<file path="config.mk">
export PLATFORM = sky130hd
export DESIGN_NAME = uart_tx_arbiter_flat
export DESIGN_NICKNAME = d
export VERILOG_FILES = /design/src/rtl/uart_tx_arbiter_if.sv /design/src/rtl/uart_tx_arbiter.sv /design/src/flat_wrapper.sv
export SDC_FILE = /design/constraint.sdc
export NUM_CORES = 1
export LEC_CHECK = 0
export CAP_MARGIN = 40
export CORE_MARGIN = 3
export CORE_UTILIZATION = 41
export CTS_BUF_LIST = sky130_fd_sc_hd__clkbuf_2 sky130_fd_sc_hd__clkbuf_4 sky130_fd_sc_hd__clkbuf_8
export DETAILED_ROUTE_END_ITERATION = 8
export PLACE_DENSITY = 0.78
export SYNTH_ARGS = -nofsm -noshare
export SYNTH_HDL_FRONTEND = slang
export SYNTH_SLANG_ARGS = --single-unit
</file>
<file path="constraint.sdc">
create_clock -name Clk -period 2.1 [get_ports Clk]
set_clock_uncertainty 0.05 [all_clocks]
set_input_delay 0.525 -clock Clk [delete_from_list [all_inputs] [get_ports Clk]]
set_output_delay 0.525 -clock Clk [all_outputs]
set_load 0.005 [all_outputs]
</file>
<file path="src/rtl/uart_tx_arbiter_if.sv">
// Requester and transmitter side signals of the UART transmit arbiter.
// The master modport is the arbiter. The slave modport is the producers and transmitter.
interface uart_tx_arbiter_if #(
  parameter int NUM_REQ   = 4,
  parameter int DATA_BITS = 8
);
  localparam int GW = $clog2(NUM_REQ);

  logic [NUM_REQ-1:0]           Req_Valid;
  logic [NUM_REQ*DATA_BITS-1:0] Req_Data;
  logic [NUM_REQ-1:0]           Req_Ack;
  logic                         CTS;
  logic                         Tx_Busy;
  logic                         Tx_Start;
  logic [DATA_BITS-1:0]         Tx_Data;
  logic [GW-1:0]                Grant_Id;
  logic                         Arb_Busy;
  logic                         Tx_Error;

  modport master (
    input  Req_Valid, Req_Data, CTS, Tx_Busy,
    output Req_Ack, Tx_Start, Tx_Data, Grant_Id, Arb_Busy, Tx_Error
  );

  modport slave (
    output Req_Valid, Req_Data, CTS, Tx_Busy,
    input  Req_Ack, Tx_Start, Tx_Data, Grant_Id, Arb_Busy, Tx_Error
  );
endinterface

</file>
<file path="src/rtl/uart_tx_arbiter.sv">
// Round-robin scheduler sharing one UART transmitter among NUM_REQ byte producers.
// It supports bursts, CTS gating and a start-acknowledge timeout.
//
// state     | meaning
// IDLE      | nothing pending or CTS low
// ARB       | round-robin pick from last_grant+1
// LOAD      | launch byte: Tx_Start/Req_Ack pulse
// WAIT_BUSY | waiting for transmitter to raise Tx_Busy
// WAIT_DONE | byte in flight, waiting for Tx_Busy to fall
module uart_tx_arbiter #(
  parameter int NUM_REQ       = 4,
  parameter int DATA_BITS     = 8,
  parameter int MAX_BURST     = 4,
  parameter int START_TIMEOUT = 15
) (
  input  logic              Clk,
  input  logic              Rst,
  uart_tx_arbiter_if.master bus
);
  localparam int GW  = $clog2(NUM_REQ);
  localparam int BW  = $clog2(MAX_BURST + 1);
  localparam int BW1 = BW + 1;
  localparam int TW  = $clog2(START_TIMEOUT + 1);
  localparam logic [BW:0]   MAX_B   = BW1'(MAX_BURST);
  localparam logic [TW-1:0] TO_LAST = TW'(START_TIMEOUT - 1);

  typedef enum logic [2:0] {IDLE, ARB, LOAD, WAIT_BUSY, WAIT_DONE} state_t;

  state_t               state, state_n;
  logic [GW-1:0]        grant, grant_n, last_grant, last_n;
  logic [BW-1:0]        burst_cnt, burst_n;
  logic [BW:0]          burst_inc;
  logic [TW-1:0]        timeout, timeout_n;
  logic [DATA_BITS-1:0] tx_data, data_n;
  logic                 tx_start, start_n, tx_error, error_n;
  logic [NUM_REQ-1:0]   req_ack, ack_n;
  logic                 found;
  logic [GW-1:0]        win, idx_g;
  int                   idx;

  assign burst_inc = {1'b0, burst_cnt} + {{BW{1'b0}}, 1'b1};

  always_comb begin
    found = 1'b0;
    win   = last_grant;
    idx   = 0;
    idx_g = '0;
    for (int i = 1; i <= NUM_REQ; i++) begin
      idx   = (int'(last_grant) + i) % NUM_REQ;
      idx_g = GW'(idx);
      if (!found && bus.Req_Valid[idx_g]) begin
        found = 1'b1;
        win   = idx_g;
      end
    end
  end

  always_comb begin
    state_n   = state;
    grant_n   = grant;
    last_n    = last_grant;
    burst_n   = burst_cnt;
    timeout_n = timeout;
    data_n    = tx_data;
    start_n   = 1'b0;
    ack_n     = '0;
    error_n   = 1'b0;
    case (state)
      IDLE: if (|bus.Req_Valid && bus.CTS) state_n = ARB;
      ARB: begin
        if (found) begin
          grant_n = win;
          burst_n = '0;
          state_n = LOAD;
        end else begin
          state_n = IDLE;
        end
      end
      LOAD: begin
        timeout_n = '0;
        if (tx_start) begin
          state_n = WAIT_BUSY;
        end else begin
          last_n  = grant;
          state_n = IDLE;
        end
      end
      WAIT_BUSY: begin
        if (bus.Tx_Busy) begin
          state_n = WAIT_DONE;
        end else if (timeout == TO_LAST) begin
          error_n = 1'b1;
          last_n  = grant;
          state_n = IDLE;
        end else begin
          timeout_n = timeout + 1'b1;
        end
      end
      WAIT_DONE: begin
        if (!bus.Tx_Busy) begin
          burst_n = burst_inc[BW-1:0];
          if (burst_inc < MAX_B && bus.Req_Valid[grant] && bus.CTS) begin
            state_n = LOAD;
          end else begin
            last_n  = grant;
            state_n = (|bus.Req_Valid && bus.CTS) ? ARB : IDLE;
          end
        end
      end
      default: state_n = IDLE;
    endcase
    // Launch decision is taken on entry so Tx_Start/Req_Ack are registered in LOAD
    if (state_n == LOAD && bus.Req_Valid[grant_n]) begin
      start_n        = 1'b1;
      ack_n[grant_n] = 1'b1;
      data_n         = bus.Req_Data[grant_n*DATA_BITS +: DATA_BITS];
    end
  end

  always_ff @(posedge Clk) begin
    if (Rst) begin
      state      <= IDLE;
      grant      <= '0;
      last_grant <= GW'(NUM_REQ - 1);
      burst_cnt  <= '0;
      timeout    <= '0;
      tx_data    <= '0;
      tx_start   <= 1'b0;
      req_ack    <= '0;
      tx_error   <= 1'b0;
    end else begin
      state      <= state_n;
      grant      <= grant_n;
      last_grant <= last_n;
      burst_cnt  <= burst_n;
      timeout    <= timeout_n;
      tx_data    <= data_n;
      tx_start   <= start_n;
      req_ack    <= ack_n;
      tx_error   <= error_n;
    end
  end

  assign bus.Req_Ack  = req_ack;
  assign bus.Tx_Start = tx_start;
  assign bus.Tx_Data  = tx_data;
  assign bus.Grant_Id = grant;
  assign bus.Arb_Busy = (state != IDLE);
  assign bus.Tx_Error = tx_error;
endmodule

</file>
<file path="src/flat_wrapper.sv">
// flat-port wrapper written by rule: the top's interface ports become plain ports
module uart_tx_arbiter_flat 
#(
  parameter int NUM_REQ       = 4,
  parameter int DATA_BITS     = 8,
  parameter int MAX_BURST     = 4,
  parameter int START_TIMEOUT = 15
)
  (Clk, Rst, bus_Req_Valid, bus_Req_Data, bus_CTS, bus_Tx_Busy, bus_Req_Ack, bus_Tx_Start, bus_Tx_Data, bus_Grant_Id, bus_Arb_Busy, bus_Tx_Error);
  uart_tx_arbiter_if #(.NUM_REQ(NUM_REQ), .DATA_BITS(DATA_BITS)) bus_i ();
  input  logic Clk;
  input  logic Rst;
  input wire logic [$bits(bus_i.Req_Valid)-1:0] bus_Req_Valid;
  input wire logic [$bits(bus_i.Req_Data)-1:0] bus_Req_Data;
  input wire logic [$bits(bus_i.CTS)-1:0] bus_CTS;
  input wire logic [$bits(bus_i.Tx_Busy)-1:0] bus_Tx_Busy;
  output wire logic [$bits(bus_i.Req_Ack)-1:0] bus_Req_Ack;
  output wire logic [$bits(bus_i.Tx_Start)-1:0] bus_Tx_Start;
  output wire logic [$bits(bus_i.Tx_Data)-1:0] bus_Tx_Data;
  output wire logic [$bits(bus_i.Grant_Id)-1:0] bus_Grant_Id;
  output wire logic [$bits(bus_i.Arb_Busy)-1:0] bus_Arb_Busy;
  output wire logic [$bits(bus_i.Tx_Error)-1:0] bus_Tx_Error;
  assign bus_i.Req_Valid = bus_Req_Valid;
  assign bus_i.Req_Data = bus_Req_Data;
  assign bus_i.CTS = bus_CTS;
  assign bus_i.Tx_Busy = bus_Tx_Busy;
  assign bus_Req_Ack = bus_i.Req_Ack;
  assign bus_Tx_Start = bus_i.Tx_Start;
  assign bus_Tx_Data = bus_i.Tx_Data;
  assign bus_Grant_Id = bus_i.Grant_Id;
  assign bus_Arb_Busy = bus_i.Arb_Busy;
  assign bus_Tx_Error = bus_i.Tx_Error;
  uart_tx_arbiter #(.NUM_REQ(NUM_REQ), .DATA_BITS(DATA_BITS), .MAX_BURST(MAX_BURST), .START_TIMEOUT(START_TIMEOUT)) u_core (.Clk(Clk), .Rst(Rst), .bus(bus_i));
endmodule
</file>
Yosys cells after proc, flatten, opt, wreduce, memory -nomap -nowiden

Index checks and enable logic that the tools add are counted.

Add/subtract/negate cells: 6
$mul: 0
Divide/modulo/power cells: 0
Order comparisons: 8
Equality and inequality tests: 13
Shifts and indexed selects: 1
Multiplexer cells: 47
Bitwise gates (word level): 2
Reductions and logical operators: 22

Operator list:

| kind                  | count |
|---|---|
| $shiftx A32 B6 Y8     | 1 |
| $mux W2               | 13 |
| $mux W3               | 7 |
| $lt A2 B3 Y1 const B  | 6 |
| $pmux W3 S5           | 1 |
| $mux W1               | 14 |
| $bmux W1 S2           | 6 |
| $ne A2 B2 Y1 const B  | 5 |
| $eq A3 B2 Y1 const B  | 3 |
| $logic_and A1 B1 Y1   | 8 |
| $mux W4               | 2 |
| $pmux W4 S2           | 1 |
| $pmux W2 S3           | 1 |
| $pmux W3 S2           | 1 |
| $reduce_and A3 Y1     | 2 |
| $reduce_and A6 Y1     | 1 |
| $reduce_bool A3 Y1    | 2 |
| $add A2 B1 Y2 const B | 2 |
| $add A2 B2 Y2 const B | 2 |
| $add A3 B1 Y4 const B | 1 |
| $add A4 B1 Y4 const B | 1 |
| $eq A4 B4 Y1 const B  | 1 |
| $lt A4 B3 Y1 const B  | 1 |
| $ne A2 B1 Y1 const B  | 2 |
| other kinds (11)      | 15 |

Register bits after elaboration: 28
Latch bits: 0
RAM bits: 0
Memory bits (read-only): 0
Bits of input ports: 40
Output and inout port bits: 17
Word-level logic and storage cells: 108
Memories: 0

Depth between registers and ports, before layout

Word-level depth: 20
Depth in mapped cells: 7
Gate-level depth less buffers: 7

Worst setup path before layout

OpenSTA, ideal clock, no wires.

Kind: in2reg
Start: in bus_Req_Valid[3]
End: reg u_core.tx_data[3] (netlist: u_core.bus.Tx_Data[3])
Setup time: 0.133 ns
Arrival: 1.901 ns
Data required time: 1.917 ns
Path slack: 0.015 ns
Stages on the path: 6
Buffers on the path: 1
Cell sequence: or4_4 -> a21o_1 -> o31ai_2 -> buf_2 -> mux2i_1 -> o221ai_1

Word-level cells in the longest chain between the ends: 17
Elaborated cells on any way between the ends: 41
Classes of those cells: 1 x eq/ne; 1 x shift; 28 x mux; 11 x reduce/logical

Ends and longest elaborated chain:

| item                                                 | RTL line               | text |
|---|---|---|
| start: declaration                                   | flat_wrapper.sv:13     | `input wire logic [$bits(bus_i.Req_Valid)-1:0] bus_Req_Valid;` |
| branches (longest 17 deep; another with $bmux W1 S2) | n/a                    |  |
| end signal: assignment                               | uart_tx_arbiter.sv:137 | `tx_data <= data_n;` |
| end: declaration                                     | uart_tx_arbiter.sv:34  | `logic [DATA_BITS-1:0] tx_data, data_n;` |

Several ways; the timed one is not identified. The select of a mux whose other input is x is not followed.
A chain may end at the register's enable or synchronous reset.

Worst setup path in the final report

Start: in bus_Req_Valid[2]
End: reg u_core.tx_data[1] (netlist: u_core.bus.Tx_Data[1])

Same word-level chain as after synthesis.

==> Flow_metrics.wiki <==
{| class="wikitable"
! Metric !! Value
|-
| Design Power || 1.22 mW
|-
| Portion of the post-synthesis area used by sequential elements || between 30% and 40%
|-
| Antenna diode instance count || 0
|-
| Number of sinks handled by clock tree synthesis || 28
|-
| Endpoint class of the critical path || flip-flop
|-
| Detailed-placement wirelength estimate || 3.02 mm
|-
| Total count of hold-check failures in the final report || 0
|-
| Die Area || between 4000 and 5000 µm²
|-
| Top library cells by usage in the layout, fill and taps aside || sky130_fd_sc_hd__clkdlybuf4s50_1, sky130_fd_sc_hd__dfxtp_1, sky130_fd_sc_hd__mux2i_1, sky130_fd_sc_hd__nor2_1, sky130_fd_sc_hd__buf_4
|-
| Synth-to-Final Area Change || 56.0%
|-
| Critical path, cell by cell || clkdlybuf4s15_2 > or4_4 > a21o_1 > o31ai_4 > buf_12 > buf_12 > mux2i_2 > o221ai_1
|-
| Largest voltage drop on the vdd net || about 0.25 mV
|-
| Total congestion overflow || 0
|-
| TritonCTS clock tree || built
|-
| Maximum fanout along the worst path || 7
|-
| Final Slew Violations || 0
|-
| Via count of the first global-routing pass || 1380
|-
| Post-synthesis area per instance || around 8.9 µm²
|-
| Proportion of netlist area held by the largest area contributor || roughly 37%
|-
| Final critical delay including setup and external delays || approximately 2.1 ns
|-
| Pin count of the biggest net entering global routing || 15
|-
| Post-synthesis cell type count || 43
|-
| Worst-case hold path end point || u_core.bus.Tx_Data[3]
|-
| Fraction of final layout cells with drive strength greater than 1 || 18.4%
|-
| Number of top-level pins || 57
|-
| Max Clock Freq || about 490 MHz
|-
| Capturing point of the worst reg2reg path || u_core.bus.Tx_Data[1]
|-
| Floorplan core area || 3440 µm²
|-
| Clk slew on worst S/H paths || 0.09 ns
|-
| Critical path launch point type || primary input
|-
| Hold-critical path depth || 2
|-
| Slowest CP cell || sky130_fd_sc_hd__or4_4
|-
| Number of buffers added by the clock tree synthesis step || 3
|-
| Initial antenna violation count || 0
|-
| Outcome || completed
|-
| Height of the die || between 60 and 70 µm
|-
| TritonRoute pass-1 iters || 4
|-
| Hold Buf Count CTS || 0
|-
| Worst Reg2Reg Path Length in Cells || 5
|-
| Leading cell type in the layout, fill and taps excluded || sky130_fd_sc_hd__clkdlybuf4s50_1
|-
| Post-synth EDFFs || 0
|-
| Final Net Count || ~280
|-
| Final cell count without fillers || about 290
|-
| Finished layout cell area || ~2300 µm²
|-
| Cell types with the largest area share after synthesis || sky130_fd_sc_hd__dfxtp_1, sky130_fd_sc_hd__mux2i_1, sky130_fd_sc_hd__o221ai_1
|-
| Number of remaining DRC errors || 0
|-
| Reported leakage power || around 0.98 nW
|-
| Detailed-route wire length per cell || ~14 µm
|-
| Most frequently used flop master after synthesis || sky130_fd_sc_hd__dfxtp_1
|-
| Fraction of the cycle the final worst path needs || between 90% and 100%
|-
| Critical Path RT || about 2.2 ns
|-
| Global-route wire length before repair || around 6.4 mm
|-
| Critical path class || in2reg
|-
| Reg-to-reg critical path startpoint || u_core.state[2]
|-
| Power per cell area || slightly above 500 nW/µm²
|-
| Via count || between 1500 and 2000
|-
| Wire length after detailed routing || ~4.1 mm
|-
| Clk Latency, worst-skew pair || 0.27 ns
|-
| Total standard cell area after synthesis || approximately 1500 µm²
|-
| Number of H-tree branching levels || 1
|-
| Critical hold path startpoint || u_core.bus.Tx_Data[3]
|-
| Min Hold Slack || 0.446 ns
|-
| Endpoints failing setup || 0
|-
| Setup repair after global routing missed its margin || true
|-
| Cell taking the most area after synthesis || sky130_fd_sc_hd__dfxtp_1
|-
| Iter 0 DRT Violations || 82
|-
| Arrival time worst endpoint || 2.15 ns
|-
| GP Congestion || 0.877
|-
| Async set or reset register ratio after synthesis || 0%
|-
| Via density per instance || around 5.3
|-
| Worst reg-to-reg setup slack || between 0.1 and 0.15 ns
|-
| Net count of the mapped netlist || 211
|-
| Starting density of the core || roughly 44%
|-
| Post-placement cell area || around 2200 µm²
|-
| CP Buf/Inv Count || 3
|-
| Maximum clock path buffer count || 2
|-
| Max-slew headroom at the worst pin || between 70 and 80%
|-
| #FFs+latches synth || 28
|-
| Synth warnings || 0
|-
| CTS Root Cell || sky130_fd_sc_hd__clkbuf_8
|-
| Horizontal extent of the die || approximately 67 µm
|-
| Worst Max-Slew Pin Slew || 0.368 ns
|-
| # placed instances || between 200 and 300
|-
| Crit path largest cell delay || just over 0.5 ns
|-
| Synthesized netlist cell count || between 150 and 200
|-
| Placement Rows || 21
|-
| Worst hold path type || reg2reg
|-
| Overall Global Routing Usage || roughly a fifth
|-
| Most used cell along the critical path || sky130_fd_sc_hd__buf_12
|-
| Count of nets left with antenna violations after detail routing || 0
|-
| Cell type group with the largest total delay on the critical path || simple AND/OR/NAND/NOR gates
|-
| Max-cap viol count || 0
|-
| Total of buffers placed on input and output ports || 56
|}
metal layers:
metal  up-vias  GRT usage [%]  part of all wire [%]
met4         0           7.11                   2.1
met3         6           2.53                   1.8
li1        763              -                     -
met1       712           25.4                    48
met2        23           29.7                    48
met5         -              0                     0
state kept, by name, summed over array words and instances, names as in the netlist:
register and flops:
u_core.bus.Tx_Data 8, u_core.bus.Req_Ack 4, u_core.timeout 4, u_core.burst_cnt 3, u_core.state 3, u_core.bus.Grant_Id 2, u_core.last_grant 2, u_core.bus.Tx_Error 1
u_core.bus.Tx_Start 1
cell type report:
cell class | count | area [µm²]
clock buffers | 3 | 41.3
inverters | 5 | 18.8
well taps | 46 | 57.6
multi-input cells | 126 | 913
flip-flops and latches | 28 | 561
repair buffers | 77 | 753
fillers | 277 | 1100
tightest hold or removal path: stages, from the launching register on:
cell and delay [ns]:
sky130_fd_sc_hd__dfxtp_1 0.34, sky130_fd_sc_hd__nand3_1 0.07, sky130_fd_sc_hd__o221ai_1 0.06
synth_stat cells, types with 4 or more instances:
cell and count:
sky130_fd_sc_hd__dfxtp_1 28, sky130_fd_sc_hd__mux2i_1 19, sky130_fd_sc_hd__nor2_1 18, sky130_fd_sc_hd__a21oi_1 11, sky130_fd_sc_hd__nand3_1 9, sky130_fd_sc_hd__o221ai_1 9, sky130_fd_sc_hd__nand2_1 6, sky130_fd_sc_hd__nor3_1 5
sky130_fd_sc_hd__a21o_1 4, sky130_fd_sc_hd__clkbuf_1 4, sky130_fd_sc_hd__inv_1 4, sky130_fd_sc_hd__nor2b_1 4, sky130_fd_sc_hd__o21ai_0 4
worst max path at each step:
stage	slack [ns]	cells after the start	start	endpoint
after floorplan	0.02	6	bus_Req_Valid[3]	u_core.bus.Tx_Data[3]
after CTS	0.02	8	bus_Req_Valid[2]	u_core.bus.Tx_Data[1]
after detailed placement	-0.61	6	bus_Req_Valid[3]	u_core.bus.Tx_Data[5]
after global placement	-0.54	6	bus_Req_Valid[3]	u_core.bus.Tx_Data[5]
after global routing	-0.007	8	bus_Req_Valid[2]	u_core.bus.Tx_Data[0]
final	0.05	8	bus_Req_Valid[2]	u_core.bus.Tx_Data[1]
cells by family after synthesis:
logic type | Yosys count | synth area share [%]
compound gates | 37 | 17.0
fa+ha+maj | 3 | 2.50
buf+inv | 14 | 4.66
flops | 28 | 37.3
mux | 20 | 14.2
simple gates | 66 | 24.4
timing repair:
item                                    in CTS  in global routing
endpoints found under the setup margin      14                 11
buffers inserted                             2                  0
pin swaps                                    4                  2
resized for setup                           14                  9
gates cloned                                 1                  0
report_power, final:
group / switching [mW] / total, mW / internal, mW
clock network: 0.157 / 0.286 / 0.129
registers: 0.0187 / 0.571 / 0.553
logic: 0.134 / 0.359 / 0.225
per-stage QoR:
stage          worst slack (ns)  setup TNS, ns  utilization (%)
2_1_floorplan            0.0155              0                -
3_3_place_gp             -0.544          -7.48             64.7
3_5_place_dp             -0.610          -8.07             64.7
4_1_cts                  0.0240              0             67.6
5_1_grt                -0.00705       -0.00705             68.1
6_report                 0.0490              0             68.1
Power figures use the tool's default switching activity.
